`config.mk`:
```
export PLATFORM = sky130hd
export DESIGN_NAME = btn_scan_debounce
export DESIGN_NICKNAME = d
export VERILOG_FILES = /design/src/rtl/btn_pkg.sv /design/src/rtl/btn_tick_gen.sv /design/src/rtl/btn_scan_debounce.sv
export SDC_FILE = /design/constraint.sdc
export NUM_CORES = 1
export LEC_CHECK = 0
export CAP_MARGIN = 20
export CORE_UTILIZATION = 64
export CTS_BUF_LIST = sky130_fd_sc_hd__clkbuf_8
export DETAILED_ROUTE_END_ITERATION = 6
export PLACE_DENSITY = 0.86
export RECOVER_POWER = 25
export SLEW_MARGIN = 0
export SYNTH_ARGS = -nofsm -noshare
export SYNTH_HDL_FRONTEND = slang
export SYNTH_SLANG_ARGS = --single-unit
```
`constraint.sdc`:
```
create_clock -name clk -period 4.8 [get_ports clk]
set_clock_uncertainty 0.1 [all_clocks]
set_input_delay 0.96 -clock clk [delete_from_list [all_inputs] [get_ports clk]]
set_output_delay 0.96 -clock clk [all_outputs]
set_load 0.02 [all_outputs]
```
`src/rtl/btn_pkg.sv`:
```
// Shared types and width helpers for the time-shared button debouncer.
package btn_pkg;

  typedef enum logic {
    IDLE = 1'b0,
    SCAN = 1'b1
  } scan_state_t;

  // Index width, never narrower than 1 bit so a single-button build still has an idx register.
  function automatic int idx_w(input int num_btn);
    return (num_btn > 1) ? $clog2(num_btn) : 1;
  endfunction

  function automatic int cnt_w(input int tick_div);
    return (tick_div > 1) ? $clog2(tick_div) : 1;
  endfunction

endpackage

```
`src/rtl/btn_tick_gen.sv`:
```
// Free-running sample-tick prescaler: counts 0..TICK_DIV-1 and pulses tick on the last count.
module btn_tick_gen
  import btn_pkg::*;
#(
  parameter int TICK_DIV = 50000
) (
  input  logic clk,
  input  logic reset,
  output logic tick
);

  localparam int CNT_W = cnt_w(TICK_DIV);

  logic [CNT_W-1:0] count;

  assign tick = (count == CNT_W'(TICK_DIV - 1));

  always_ff @(posedge clk or posedge reset) begin
    if (reset) begin
      count <= '0;
    end else if (tick) begin
      count <= '0;
    end else begin
      count <= count + 1'b1;
    end
  end

endmodule

```
`src/rtl/btn_scan_debounce.sv`:
```
// Round-robin debouncer: one history/evaluate datapath shared across all buttons per sample tick.
// Optional btn_release output is built when BTN_RELEASE_EN is defined.
//
// state | meaning
// IDLE  | waiting for the next sample tick
// SCAN  | one button per cycle: shift in its synchronized sample, apply hysteresis
module btn_scan_debounce
  import btn_pkg::*;
#(
  parameter int NUM_BTN  = 4,
  parameter int DEPTH    = 4,
  parameter int TICK_DIV = 50000
) (
  input  logic               clk,
  input  logic               reset,
  input  logic [NUM_BTN-1:0] btn_raw,
  output logic [NUM_BTN-1:0] btn_level,
  output logic [NUM_BTN-1:0] btn_press,
  output logic               scan_busy
`ifdef BTN_RELEASE_EN
  ,
  output logic [NUM_BTN-1:0] btn_release
`endif
);

  localparam int IDX_W = idx_w(NUM_BTN);

  if (TICK_DIV < NUM_BTN + 2) begin : g_bad_tick_div
    $error("btn_scan_debounce: TICK_DIV must be >= NUM_BTN+2");
  end
  if (DEPTH < 2) begin : g_bad_depth
    $error("btn_scan_debounce: DEPTH must be >= 2");
  end
  if (NUM_BTN < 1) begin : g_bad_num_btn
    $error("btn_scan_debounce: NUM_BTN must be >= 1");
  end

  logic               tick;
  logic [NUM_BTN-1:0] sync_meta;
  logic [NUM_BTN-1:0] sync_q;

  scan_state_t        state, state_nxt;
  logic [IDX_W-1:0]   idx, idx_nxt;

  logic [DEPTH-1:0]   hist [NUM_BTN];
  logic [DEPTH-1:0]   hist_shift;
  logic               all_ones, all_zeros;

  btn_tick_gen #(
    .TICK_DIV(TICK_DIV)
  ) u_tick_gen (
    .clk  (clk),
    .reset(reset),
    .tick (tick)
  );

  always_ff @(posedge clk or posedge reset) begin
    if (reset) begin
      sync_meta <= '0;
      sync_q    <= '0;
    end else begin
      sync_meta <= btn_raw;
      sync_q    <= sync_meta;
    end
  end

  always_ff @(posedge clk or posedge reset) begin
    if (reset) begin
      state <= IDLE;
      idx   <= '0;
    end else begin
      state <= state_nxt;
      idx   <= idx_nxt;
    end
  end

  always_comb begin
    state_nxt = state;
    idx_nxt   = idx;
    case (state)
      IDLE: begin
        if (tick) begin
          state_nxt = SCAN;
          idx_nxt   = '0;
        end
      end
      SCAN: begin
        if (idx == IDX_W'(NUM_BTN - 1)) begin
          state_nxt = IDLE;
        end else begin
          idx_nxt = idx + 1'b1;
        end
      end
      default: begin
        state_nxt = IDLE;
        idx_nxt   = '0;
      end
    endcase
  end

  assign scan_busy  = (state == SCAN);
  assign hist_shift = {hist[idx][DEPTH-2:0], sync_q[idx]};
  assign all_ones   = &hist_shift;
  assign all_zeros  = ~|hist_shift;

  // Hysteresis: level only moves on a full run of agreeing samples.
  always_ff @(posedge clk or posedge reset) begin
    if (reset) begin
      hist      <= '{default: '0};
      btn_level <= '0;
      btn_press <= '0;
`ifdef BTN_RELEASE_EN
      btn_release <= '0;
`endif
    end else begin
      btn_press <= '0;
`ifdef BTN_RELEASE_EN
      btn_release <= '0;
`endif
      if (state == SCAN) begin
        hist[idx] <= hist_shift;
        if (all_ones && !btn_level[idx]) begin
          btn_level[idx] <= 1'b1;
          btn_press[idx] <= 1'b1;
        end else if (all_zeros && btn_level[idx]) begin
          btn_level[idx] <= 1'b0;
`ifdef BTN_RELEASE_EN
          btn_release[idx] <= 1'b1;
`endif
        end
      end
    end
  end

endmodule

```
==> out/qor.log <==
INFO  outcome        status=finished, final reports clean
INFO  sta            post-route-min-period=2.50ns
INFO  cells_and_area most-common-layout-cells=sky130_fd_sc_hd__dfrtp_1 (47), sky130_fd_sc_hd__nor2_1 (17), sky130_fd_sc_hd__nand2_1 (13), sky130_fd_sc_hd__mux2_2 (13), sky130_fd_sc_hd__clkdlybuf4s50_1 (9)
INFO  clocking       clk_slew_on_worst_s_h_paths=0.08ns
INFO  critical_path  timing.critical_path.buf_inv=1
INFO  floorplan      floorplan.io_pins=15
INFO  synthesis      ys_seq_area_frac=0.581
INFO  synthesis      synthesis.nets=167
INFO  critical_path  worst_path_class_setup=reg2out
INFO  route          num_vias=1222
INFO  synthesis      syn_inst=156
INFO  critical_path  path_cells=clkdlybuf4s50_1
INFO  power          worst_ir_drop_vdd=0.000202V
INFO  cells_and_area mostFrequentLayoutCell=sky130_fd_sc_hd__dfrtp_1
INFO  route          firstDrtPassIters=4
INFO  sta            hold_ws=0.250ns
INFO  synthesis      synthTopCellsByArea=sky130_fd_sc_hd__dfrtp_1 (58%), sky130_fd_sc_hd__mux2_2 (7.2%), sky130_fd_sc_hd__mux4_2 (3.3%), sky130_fd_sc_hd__nor2_1 (3.2%), sky130_fd_sc_hd__ha_1 (3.1%)
INFO  clocking       post_cts_resize_count=0
INFO  critical_path  worst_ep_required_time=3.74ns
INFO  grt            gr-usage-met3=0.0670
INFO  sta            final.setup.tns=0ns
INFO  synthesis      yosys_warnings=0
INFO  placement      globalplace.congestion=0.848
INFO  grt            grt_antenna_before_repair=0
INFO  clocking       clock_tree.htree_level_count=2
INFO  route          dr.first_iter.drc_count=78
INFO  critical_path  cp-endpoint=scan_busy
INFO  placement      hpwlAfterDp=2.40mm
INFO  clocking       cts_buffers=5
INFO  job            max_cap_viol_count=0
INFO  floorplan      fp.dieW=58.3microns
INFO  route          drtAntennaViolNets=0
INFO  floorplan      cell_row_count=20
INFO  sta            slew_headroom=0.619
INFO  critical_path  cp_max_fo=9
INFO  clocking       cts_root_cell=sky130_fd_sc_hd__clkbuf_8
INFO  critical_path  crit_path_start_kind=flop
INFO  grt            grt_max_degree=48
INFO  floorplan      core_area=3030squm
INFO  cells_and_area syn_to_final_growth=12.3%
INFO  critical_path  reg2regPathDepth=4
INFO  critical_path  worst_path_max_delay_cell=sky130_fd_sc_hd__clkdlybuf4s50_1
INFO  clocking       holdBufCountCts=0
INFO  grt            grt_util_met1=0.319
INFO  cells_and_area finalInstanceArea=2270squm
INFO  synthesis      share_of_the_synthesized_area_in_the_top_cell_type=0.581
INFO  grt            first_global_vias=1232
INFO  clocking       cts_tree=built
INFO  placement      place_inst=210
INFO  power          static-leakage-power=1.04nW
INFO  power          power.density_cell_area=274nW/um^2
INFO  clocking       max-clock-path-buffers=2
INFO  cells_and_area instances_no_fill=216
INFO  sta            slew_violations=0
INFO  cells_and_area n_antenna_cell=0
INFO  route          totalWireLength=3.43mm
INFO  synthesis      syn-cell-area=2030squm
INFO  grt            grtUsageMet2=0.373
INFO  synthesis      yosys_register_bits=47
INFO  sta            max_freq=399MHz
INFO  synthesis      synth_top_area_cell=sky130_fd_sc_hd__dfrtp_1
INFO  floorplan      die_height=58.3microns
INFO  hold_path      worstHoldPathType=reg2reg
INFO  grt            grt-ovfl-total=0
INFO  grt            grt-busiest-layer=met2
INFO  grt            first_pass_grt_wire_length=5.76mm
INFO  route          routedWlPerCell=15.9microns
INFO  clocking       buffers_inserted_during_post_cts_setup_optimization=0
INFO  clocking       worst_skew_pair.late_latency=0.30ns
INFO  critical_path  timing.critical_path.to_type=output port
INFO  critical_path  critical_path_depth=1
INFO  cells_and_area drive_above_1_share=0.140
INFO  route          post-route-drc-count=0
INFO  sta            worst_slew_pin_slew=0.572ns
INFO  critical_path  crit_arrival=1.44ns
INFO  critical_path  startpoint_of_the_worst_slack_reg_to_reg_timing_path=idx[0]
INFO  floorplan      die_area=3390squm
INFO  synthesis      synth_cell_type_count=27
INFO  sta            setup_viol_count_final=0
INFO  placement      placement.cell_area=2200squm
INFO  cells_and_area filler_cell_count=192
INFO  critical_path  critPathMaxStageDelay=0.65ns
INFO  placement      port_buffers=14
INFO  critical_path  start_point_of_the_critical_path=scan_busy
INFO  clocking       clock_sink_count=47
INFO  hold_path      hp-start=sync_meta[2]
INFO  sta            grt_setup_unrepaired=false
INFO  critical_path  timing.critical_path.max_delay_family=buffers and inverters
INFO  route          post_drt_via_cell_ratio=5.66
INFO  cells_and_area utilization=0.751
INFO  sta            hold_viol_final=0
INFO  floorplan      initial_core_utilization=0.669
INFO  sta            fraction_of_the_cycle_the_final_worst_path_needs=0.522
INFO  cells_and_area nNetsFinal=184
INFO  grt            globalRouteTotalUtil=0.240
INFO  critical_path  r2r_slack=2.68ns
INFO  synthesis      syn_area_per_cell=13.0squm
==> power breakdown <==
part | leakage (nW) | internal (mW) | switching [mW]
combinational | 0.375 | 0.00393 | 0.00863
sequential | 0.624 | 0.399 | 0.000846
clock | 0.0413 | 0.0950 | 0.117
==> final cells by class <==
type                       count  area, sq um  share of cell area
multi-input combinational     99          805               0.354
clock inverter                 1         3.75             0.00165
timing repair buffer          15          148              0.0649
clock buffer                   5         68.8              0.0303
sequential                    47         1180               0.517
tap                           44         55.1              0.0242
inverter                       5         18.8             0.00825
==> how the worst min path moves through the flow <==
stage,depth (start not counted),end
5_1_grt,0,sync_q[2]
6_report,0,sync_q[2]
4_1_cts,0,sync_q[3]
3_5_place_dp,0,sync_q[3]
2_1_floorplan,0,sync_q[0]
3_3_place_gp,0,sync_q[3]
==> sequential cells by signal (all words and copies together), names as in the netlist, named ones only <==
| name | cells |
|---|---|
| scan_busy | 1 |
| sync_q | 4 |
| idx | 2 |
| btn_press | 4 |
| hist | 12 |
| u_tick_gen.count | 16 |
| sync_meta | 4 |
==> cell usage after synthesis <==
cell type                    n
sky130_fd_sc_hd__a21oi_1     4
sky130_fd_sc_hd__and3_1      3
sky130_fd_sc_hd__and4_1      2
sky130_fd_sc_hd__buf_6       1
sky130_fd_sc_hd__clkbuf_1    4
sky130_fd_sc_hd__dfrtp_1    47
sky130_fd_sc_hd__ha_1        5
sky130_fd_sc_hd__inv_1       5
sky130_fd_sc_hd__mux2_2     13
sky130_fd_sc_hd__mux4_1      2
sky130_fd_sc_hd__mux4_2      3
sky130_fd_sc_hd__nand2_1    13
sky130_fd_sc_hd__nand3_1     4
sky130_fd_sc_hd__nand4_1     3
sky130_fd_sc_hd__nand4_2     1
sky130_fd_sc_hd__nor2_1     17
sky130_fd_sc_hd__nor2b_1     2
sky130_fd_sc_hd__nor3_1      1
sky130_fd_sc_hd__nor4b_1     1
sky130_fd_sc_hd__nor4b_4     1
sky130_fd_sc_hd__nor4bb_1    2
sky130_fd_sc_hd__o21a_1      1
sky130_fd_sc_hd__o2bb2ai_1   4
sky130_fd_sc_hd__o31ai_1     3
sky130_fd_sc_hd__or4_1       2
sky130_fd_sc_hd__xnor2_1     5
sky130_fd_sc_hd__xor2_1      7
==> kinds of logic after synthesis <==
| family | synth area share |
|---|---|
| AOI/OAI and AO/OA | 0.0420 |
| xor gates and xnor gates | 0.0519 |
| adders and majority gates | 0.0309 |
| buffers and inverters | 0.0222 |
| DFF | 0.581 |
| muxes | 0.132 |
| and+or+nand+nor | 0.141 |
==> stage by stage <==
| stage | power, mW | setup slack (ns) |
|---|---|---|
| final | 0.624 | 2.30 |
| after detailed placement | 0.422 | 2.64 |
| after CTS | 0.632 | 2.31 |
| after floorplan | 0.415 | 2.62 |
| after global placement | 0.421 | 2.67 |
| after global routing | 0.644 | 2.27 |
==> per-layer routing <==
metal	vias up	wire length, microns
met5	-	0
met3	6	131
met2	24	1710
li1	578	-
met1	614	1530
met4	0	57
No activity file was read; power rests on OpenSTA's default activity.
